## src/rtl/csa_pkg.sv

```systemverilog
// Shared definitions for the conditional-sum adder.
//   CSA_DEFAULT_WIDTH : default operand width
//   clog2             : ceiling log2, used to size the merge tree
//   csa_pair_t        : one candidate {sum, carry} pair at the default width
package csa_pkg;

  localparam int CSA_DEFAULT_WIDTH = 8;

  function automatic int clog2(input int v);
    int r;
    r = 0;
    for (int i = 0; i < 31; i++) begin
      if ((1 << i) < v) r = i + 1;
    end
    return r;
  endfunction

  typedef struct packed {
    logic [CSA_DEFAULT_WIDTH-1:0] sum;
    logic                         carry;
  } csa_pair_t;

endpackage

```

## src/rtl/conditional_sum_adder_if.sv

```systemverilog
// Operand/result bundle for conditional_sum_adder.
//   in_valid, a, b            : operand side (driven by master)
//   out_valid, sum, carry_out : result side (driven by slave)
interface conditional_sum_adder_if
  import csa_pkg::*;
#(
  parameter int WIDTH = CSA_DEFAULT_WIDTH
);
  logic             in_valid;
  logic [WIDTH-1:0] a;
  logic [WIDTH-1:0] b;
  logic             out_valid;
  logic [WIDTH-1:0] sum;
  logic             carry_out;

  modport master (output in_valid, a, b, input out_valid, sum, carry_out);
  modport slave  (input in_valid, a, b, output out_valid, sum, carry_out);
endinterface

```

## src/rtl/csa_merge_cell.sv

```systemverilog
// One node of the conditional-sum tree: merges two adjacent BLK-bit blocks
// into a 2*BLK-bit block, for both carry-in assumptions (0 and 1).
//   s0_lo/c0_lo, s1_lo/c1_lo : lower block pairs (carry-in 0 / carry-in 1)
//   s0_hi/c0_hi, s1_hi/c1_hi : upper block pairs (carry-in 0 / carry-in 1)
//   s0/c0, s1/c1             : merged pairs (carry-in 0 / carry-in 1)
module csa_merge_cell
  import csa_pkg::*;
#(
  parameter int BLK = 1
) (
  input  logic [BLK-1:0]   s0_lo,
  input  logic [BLK-1:0]   s1_lo,
  input  logic             c0_lo,
  input  logic             c1_lo,
  input  logic [BLK-1:0]   s0_hi,
  input  logic [BLK-1:0]   s1_hi,
  input  logic             c0_hi,
  input  logic             c1_hi,
  output logic [2*BLK-1:0] s0,
  output logic [2*BLK-1:0] s1,
  output logic             c0,
  output logic             c1
);

  // The lower block's carry under each assumption picks which of the upper
  // block's precomputed pairs is the true one; lower sums pass straight up.
  assign s0 = {(c0_lo ? s1_hi : s0_hi), s0_lo};
  assign c0 = c0_lo ? c1_hi : c0_hi;
  assign s1 = {(c1_lo ? s1_hi : s0_hi), s1_lo};
  assign c1 = c1_lo ? c1_hi : c0_hi;

endmodule

```

## src/rtl/conditional_sum_adder.sv

```systemverilog
// Unsigned WIDTH-bit conditional-sum adder with registered result.
// {carry_out, sum} = a + b (carry-in 0), one cycle after the operands are
// sampled. Optional macro CSA_IN_REG_EN adds an input register stage,
// making the latency two cycles.
//   clk : rising-edge clock
//   rst : asynchronous active-high reset (clears valid and result)
//   bus : slave side of conditional_sum_adder_if
//         (in_valid, a, b in; out_valid, sum, carry_out out)
module conditional_sum_adder
  import csa_pkg::*;
#(
  parameter int WIDTH = CSA_DEFAULT_WIDTH
) (
  input logic                   clk,
  input logic                   rst,
  conditional_sum_adder_if.slave bus
);

  localparam int LEVELS = clog2(WIDTH);

  if (WIDTH < 2 || (WIDTH & (WIDTH - 1)) != 0) begin : g_bad_width
    $error("conditional_sum_adder: WIDTH must be a power of two >= 2");
  end

  logic             vld_p0;
  logic [WIDTH-1:0] a_p0;
  logic [WIDTH-1:0] b_p0;

  // ---- stage p0: operands entering the combinational tree ----
`ifdef CSA_IN_REG_EN
  // Operands are only loaded when valid, so X on an idle bus never enters.
  always_ff @(posedge clk or posedge rst) begin
    if (rst) begin
      vld_p0 <= 1'b0;
      a_p0   <= '0;
      b_p0   <= '0;
    end else begin
      vld_p0 <= bus.in_valid;
      if (bus.in_valid) begin
        a_p0 <= bus.a;
        b_p0 <= bus.b;
      end
    end
  end
`else
  assign vld_p0 = bus.in_valid;
  assign a_p0   = bus.a;
  assign b_p0   = bus.b;
`endif

  // Level k holds WIDTH>>k blocks of 2^k bits, each with a pair per
  // carry-in assumption; level LEVELS is a single full-width block.
  for (genvar k = 0; k <= LEVELS; k++) begin : lvl
    localparam int NB  = WIDTH >> k;
    localparam int BLK = 1 << k;
    logic [WIDTH-1:0] s0;
    logic [WIDTH-1:0] s1;
    logic [NB-1:0]    c0;
    logic [NB-1:0]    c1;

    if (k == 0) begin : leaf
      assign s0 = a_p0 ^ b_p0;
      assign c0 = a_p0 & b_p0;
      assign s1 = ~(a_p0 ^ b_p0);
      assign c1 = a_p0 | b_p0;
    end else begin : mrg
      localparam int HB = BLK / 2;
      for (genvar j = 0; j < NB; j++) begin : blk
        csa_merge_cell #(.BLK(HB)) u_cell (
          .s0_lo (lvl[k-1].s0[(2*j)*HB +: HB]),
          .s1_lo (lvl[k-1].s1[(2*j)*HB +: HB]),
          .c0_lo (lvl[k-1].c0[2*j]),
          .c1_lo (lvl[k-1].c1[2*j]),
          .s0_hi (lvl[k-1].s0[(2*j+1)*HB +: HB]),
          .s1_hi (lvl[k-1].s1[(2*j+1)*HB +: HB]),
          .c0_hi (lvl[k-1].c0[2*j+1]),
          .c1_hi (lvl[k-1].c1[2*j+1]),
          .s0    (s0[j*BLK +: BLK]),
          .s1    (s1[j*BLK +: BLK]),
          .c0    (c0[j]),
          .c1    (c1[j])
        );
      end
    end
  end

  // ---- stage p1: output register ----
  logic             vld_p1;
  logic [WIDTH-1:0] sum_p1;
  logic             cry_p1;

  // Result only loads on valid, so it holds steady (no toggling) when idle.
  always_ff @(posedge clk or posedge rst) begin
    if (rst) begin
      vld_p1 <= 1'b0;
      sum_p1 <= '0;
      cry_p1 <= 1'b0;
    end else begin
      vld_p1 <= vld_p0;
      if (vld_p0) begin
        sum_p1 <= lvl[LEVELS].s0;
        cry_p1 <= lvl[LEVELS].c0[0];
      end
    end
  end

  assign bus.out_valid = vld_p1;
  assign bus.sum       = sum_p1;
  assign bus.carry_out = cry_p1;

endmodule

```

## src/flat_wrapper.sv

```systemverilog
// flat-port wrapper written by rule: the top's interface ports become plain ports
module conditional_sum_adder_flat import csa_pkg::*;
#(
  parameter int WIDTH = CSA_DEFAULT_WIDTH
)
  (clk, rst, bus_in_valid, bus_a, bus_b, bus_out_valid, bus_sum, bus_carry_out);
  conditional_sum_adder_if #(.WIDTH(WIDTH)) bus_i ();
  input logic clk;
  input logic rst;
  input wire logic [$bits(bus_i.in_valid)-1:0] bus_in_valid;
  input wire logic [$bits(bus_i.a)-1:0] bus_a;
  input wire logic [$bits(bus_i.b)-1:0] bus_b;
  output wire logic [$bits(bus_i.out_valid)-1:0] bus_out_valid;
  output wire logic [$bits(bus_i.sum)-1:0] bus_sum;
  output wire logic [$bits(bus_i.carry_out)-1:0] bus_carry_out;
  assign bus_i.in_valid = bus_in_valid;
  assign bus_i.a = bus_a;
  assign bus_i.b = bus_b;
  assign bus_out_valid = bus_i.out_valid;
  assign bus_sum = bus_i.sum;
  assign bus_carry_out = bus_i.carry_out;
  conditional_sum_adder #(.WIDTH(WIDTH)) u_core (.clk(clk), .rst(rst), .bus(bus_i));
endmodule
```

## config.mk

```make
export PLATFORM = sky130hd
export DESIGN_NAME = conditional_sum_adder_flat
export DESIGN_NICKNAME = d
export VERILOG_FILES = /design/src/rtl/csa_pkg.sv /design/src/rtl/conditional_sum_adder_if.sv /design/src/rtl/csa_merge_cell.sv /design/src/rtl/conditional_sum_adder.sv /design/src/flat_wrapper.sv
export SDC_FILE = /design/constraint.sdc
export NUM_CORES = 1
export LEC_CHECK = 0
export CAP_MARGIN = 10
export CORE_ASPECT_RATIO = 1.1
export CORE_UTILIZATION = 60
export CTS_BUF_LIST = sky130_fd_sc_hd__clkbuf_2 sky130_fd_sc_hd__clkbuf_4 sky130_fd_sc_hd__clkbuf_8
export DETAILED_ROUTE_END_ITERATION = 10
export DONT_BUFFER_PORTS = 1
export GPL_ROUTABILITY_DRIVEN = 1
export PLACE_DENSITY = 0.78
export SYNTH_ARGS = -nofsm -noshare
export SYNTH_HDL_FRONTEND = slang
export SYNTH_SLANG_ARGS = --single-unit
```

## constraint.sdc

```tcl
create_clock -name clk -period 1.8 [get_ports clk]
set_clock_uncertainty 0.2 [all_clocks]
set_input_delay 0.36 -clock clk [delete_from_list [all_inputs] [get_ports clk]]
set_output_delay 0.36 -clock clk [all_outputs]
set_load 0.02 [all_outputs]
```

== Word-level counts from Yosys, hierarchy flattened ==
Cells that the tools add are included.
Word-level totals
  word-level logic and storage cells: 29
  input port bits: 19
  output and inout bits: 10
  flip-flop bits (word level): 10
Cells by class
  bitwise operators: 4
  mux-type cells: 22
Operators with widths (count)
  1-bit two-way mux: 18
  8-bit AND: 1
  8-bit NOT: 1
  8-bit OR: 1
  8-bit XOR: 1
  2-bit two-way mux: 3
  4-bit two-way mux: 1

== Depth between registers and ports, before layout ==
  depth after elaboration: 5
  mapped depth: 7
  gate-level depth less buffers: 7

== Modules after synthesis ==
A second synthesis with hierarchy kept.
Second synthesis, totals
  cells, all modules: 131
  area, all modules: 1328.8 um^2
Modules (own cells, without submodules)
  conditional_sum_adder: seq. area each 250.2 um^2, cells each 69, times used 1, area an instance 720.7 um^2
  csa_merge_cell (u_core.lvl[1].mrg.blk[0].u_cell ...): seq. area each 0.0 um^2, cells each 6, times used 4, area an instance 60.1 um^2
  csa_merge_cell (u_core.lvl[2].mrg.blk[0].u_cell ...): seq. area each 0.0 um^2, cells each 10, times used 2, area an instance 97.6 um^2
  csa_merge_cell (u_core.lvl[3].mrg.blk[0].u_cell): seq. area each 0.0 um^2, cells each 18, times used 1, area an instance 172.7 um^2

== Worst setup path after synthesis ==
No wires, ideal clock.
  kind: input to register
  from: input port bus_b[2]
  to: register u_core.sum_p1[5] (netlist: u_core.bus.sum[5])
  path buffers: 0
  data arrival time: 1.591 ns
  setup time: 0.082 ns
  slack: -0.073 ns
  data required time: 1.518 ns
  stages on the path: 7
  cell sequence: inv_1 > ha_1 > or2_1 > a211oi_2 > nor3_1 > or3_1 > a31oi_1
Between the ends
  cells in the longest elaborated chain, start to end: 4
  elaborated cells between the ends (all ways): 6
  classes of those cells: mux: 4; bitwise: 2
RTL lines
  start, declared: line flat_wrapper.sv:12  | input wire logic [$bits(bus_i.b)-1:0] bus_b;
  8-bit AND or 8-bit OR (tied branches): line conditional_sum_adder.sv:63, conditional_sum_adder.sv:65
  1-bit two-way mux, on equally long branches: line csa_merge_cell.sv:28, csa_merge_cell.sv:30
  1-bit two-way mux (*): line csa_merge_cell.sv:28  | assign c0 = c0_lo ? c1_hi : c0_hi;
  4-bit two-way mux (*): line csa_merge_cell.sv:27  | assign s0 = {(c0_lo ? s1_hi : s0_hi), s0_lo};
  end signal, assigned: line conditional_sum_adder.sv:101  | sum_p1 <= lvl[LEVELS].s0;
  end, declared: line conditional_sum_adder.sv:89  | logic [WIDTH-1:0] sum_p1;
Every way passes the cells marked *; elsewhere a longest branch is shown, timed or not.
A chain may end at the register's enable or synchronous reset.

== Worst setup path after layout ==
  from: input port bus_b[5]
  to: register u_core.cry_p1 (netlist: u_core.bus.carry_out)
Between the ends
  cells in the longest elaborated chain, start to end: 4
  elaborated cells between the ends (all ways): 7
  classes of those cells: mux: 5; bitwise: 2
RTL lines
  8-bit AND or 8-bit OR (tied branches): line conditional_sum_adder.sv:63, conditional_sum_adder.sv:65
  1-bit two-way mux, on equally long branches (2 in a row): line csa_merge_cell.sv:28, csa_merge_cell.sv:30
  1-bit two-way mux (*): line csa_merge_cell.sv:28
  end signal, assigned: line conditional_sum_adder.sv:102  | cry_p1 <= lvl[LEVELS].c0[0];
  end, declared: line conditional_sum_adder.sv:90  | logic cry_p1;
Marked as above.

==> metrics.yaml <==
required_ps: 1750
cts_buffers: 3
timing.hold.ws_ps: 63.1
yosysSeqAreaShare: 0.267
irDropWorstVdd_mv: 0.391
p_per_area_nw_per_um2: 639
die_h_um: 43.5
worst_pin_slew_ps: 461
cp.arrival_ps: 1630
die-area_um2: 1730
synth_cells: 109
final_core_util: 0.757
finalSetupTns_ps: 0
p_leak_nw: 0.518
min_period_ps: 1670
syn2layout_area_growth_pct: 14.5
muxShareOfSynthArea: 0.0240
power_frac_comb: 0.298
grt_pass1_vias: 742
cts_resized: 0
synth-simple-area-share: 0.191
antenna_found_initial: 0
power.total_mw: 0.686
setup_viol: 0
num_rows: 14
synth-xor-area-share: 0.0373
dr_total_vias: 774
root_buffer: "clkbuf_4"
place_congestion: 0.715
min_period_over_period: 0.930
yosys_warnings: 0
vias_per_cell: 5.82
yosysUniqueCellTypes: 33
p_sw_frac: 0.348
grt_pass1_wl_mm: 2.78
nets: 153
overflow: 0
synthesis.area_um2: 938
drt_wl_total_mm: 1.70
drc_errors: 0
synthAdderAreaFrac: 0.200
fin_cells: 133
htreeDepth: 1
worstPathMaxFanout: 4
fillers: 107
relSlewSlack: 0.690
min_path_type: "input pin to flop"
synth_top_family_by_area: "compound AO/OA/AOI/OAI gates"
synth_compound_area_frac: 0.209
synth_nets: 143
worstSetupPathType: "input pin to flop"
final_layout_size_suffix_gt1_frac: 0.197
critPathCaptureType: "flop"
synthesis.area_per_instance_um2: 8.61
ant_nets: 0
place_inst: 128
grt_max_degree: 12
wire_per_inst_um: 12.8
hpwl_mm: 1.44
grt_util_all_layers: 0.224
cts.sink_count: 10
io_buffers: 0
antenna_cells: 0
start_kind: "input pin"
cts_tree: "yes"
rsz0062_at_grt: "false"
power_frac_seq: 0.502
core_um2: 1420
clock_latency_ps: 240
hold_violations: 0
fmax_ghz: 0.598
clockBufferDepth: 2
first_iter_violations: 11
status: "finished clean"
clkPwrFrac: 0.200
slew_violations: 0
io_pins: 29
synth-seq-cells: 10
first_pass_iters: 4
die_x_um: 39.7
clkTransAtPathRegs_ps: 60
cap_viol_max_count: 0
initial_core_util: 0.661
p_int_mw: 0.447
switchingPower_mw: 0.239
-- final timing paths --
kind,from,endpoint,slack (ps),depth (start not counted)
setup / recovery,bus_b[5],u_core.bus.carry_out,130,7
setup reg to reg,u_core.bus.sum[6],u_core.bus.sum[6],710,1
max in group asynchronous,rst,u_core.bus.carry_out,800,2
hold reg to reg,u_core.bus.carry_out,u_core.bus.carry_out,440,2
hold / removal,bus_in_valid,u_core.bus.sum[5],60,2
min in group asynchronous,rst,u_core.bus.sum[3],330,2
-- synth_stat cells, drive strengths merged --
| cell | instances | area share |
|---|---|---|
| a311oi | 1 | 0.0093 |
| nand2 | 5 | 0.023 |
| nor2 | 8 | 0.035 |
| and3b | 1 | 0.0093 |
| and2b | 1 | 0.0080 |
| nor2b | 3 | 0.020 |
| inv | 17 | 0.068 |
| or4 | 3 | 0.024 |
| xnor2 | 4 | 0.037 |
| or3 | 2 | 0.013 |
| and2 | 3 | 0.021 |
| a31oi | 1 | 0.0067 |
| a211o | 3 | 0.029 |
| nand2b | 3 | 0.020 |
| o2111ai | 1 | 0.0093 |
| nor3 | 2 | 0.011 |
| ha | 15 | 0.20 |
| a21boi | 1 | 0.0080 |
| a21oi | 7 | 0.037 |
| dfrtp | 10 | 0.27 |
| o31ai | 2 | 0.016 |
| o311a | 1 | 0.011 |
| or2 | 1 | 0.0067 |
| a211oi | 2 | 0.027 |
| o21bai | 2 | 0.016 |
| o21a | 1 | 0.0080 |
| mux2 | 2 | 0.024 |
| o21ai | 6 | 0.032 |
| clkbuf | 1 | 0.0040 |
-- state kept, by name (all words and copies together), names as in the netlist --
signal / flops
u_core.bus.sum: 8
u_core.bus.carry_out: 1
u_core.bus.out_valid: 1
-- metal layers --
metal / global-route usage / part of all wire
met2: 0.423 / 0.51
met3: 0.0308 / 0.062
met4: 0.0207 / 0
met5: 0 / 0
met1: 0.267 / 0.42
-- area by class of cell --
type	instances	area [um2]	share of cell area
sequential	10	250	0.233
multi-input combinational	81	651	0.605
tap	16	20.0	0.0186
timing repair buffer	6	50.0	0.0466
clock buffer	3	22.5	0.0210
inverter	17	81.3	0.0757
-- power by group through the flow --
| stage | registers [mW] | logic [mW] | clock network (mW) |
|---|---|---|---|
| 6_report | 0.345 | 0.205 | 0.137 |
| 5_1_grt | 0.351 | 0.231 | 0.160 |
| 4_1_cts | 0.345 | 0.207 | 0.144 |
| 3_5_place_dp | 0.349 | 0.201 | 0 |
| 3_3_place_gp | 0.348 | 0.193 | 0 |
| 2_1_floorplan | 0.340 | 0.163 | 0 |
-- cell families after synthesis --
| logic type | count (synthesis) |
|---|---|
| buffers and inverters | 18 |
| XOR/XNOR | 4 |
| AO/OA/AOI/OAI | 28 |
| adder cells (fa/ha/maj) | 15 |
| AND/OR/NAND/NOR | 32 |
| flip-flops | 10 |
| multiplexers | 2 |
-- through the flow --
| step | area [um2] | setup slack, ps |
|---|---|---|
| floorplan | 986 | -21.8 |
| global placement | 1030 | -74.9 |
| detailed placement | 1030 | -104 |
| CTS | 1070 | 144 |
| global route | 1070 | 11.0 |
| finish | 1070 | 126 |
-- worst max-delay path, cell delays in order --
cell      delay (ps)
inv_1             20
ha_1             190
and2_1           180
nor3_1           370
o21bai_1         140
o311a_1          140
o31ai_1          220
-- placed cells by master (no fill, tap or decap), drive strengths merged --
| cell type | instances |
|---|---|
| inv | 17 |
| ha | 15 |
| dfrtp | 10 |
| nor2 | 8 |
| a21oi | 7 |
| o21ai | 6 |
| nand2 | 5 |
| xnor2 | 4 |
| buf | 4 |
| nand2b | 3 |
| or4 | 3 |
| clkbuf | 3 |
| nor2b | 3 |
| a211o | 3 |
| and2 | 3 |
| a211oi | 2 |
| nor3 | 2 |
| o21bai | 2 |
| o31ai | 2 |
| mux2 | 2 |
| dlygate4sd3 | 2 |
| or3 | 2 |
| and2b | 1 |
| or2 | 1 |
| a21boi | 1 |
| a31oi | 1 |
| o21a | 1 |
| and3b | 1 |
| o2111ai | 1 |
| o311a | 1 |
| a311oi | 1 |
-- timing repair --
item,in CTS,in global routing
hold buffers,2,0
setup endpoints to repair,0,0
setup buffers,0,0
endpoints found under the hold margin,15,0
(Power assumes the default switching activity.)
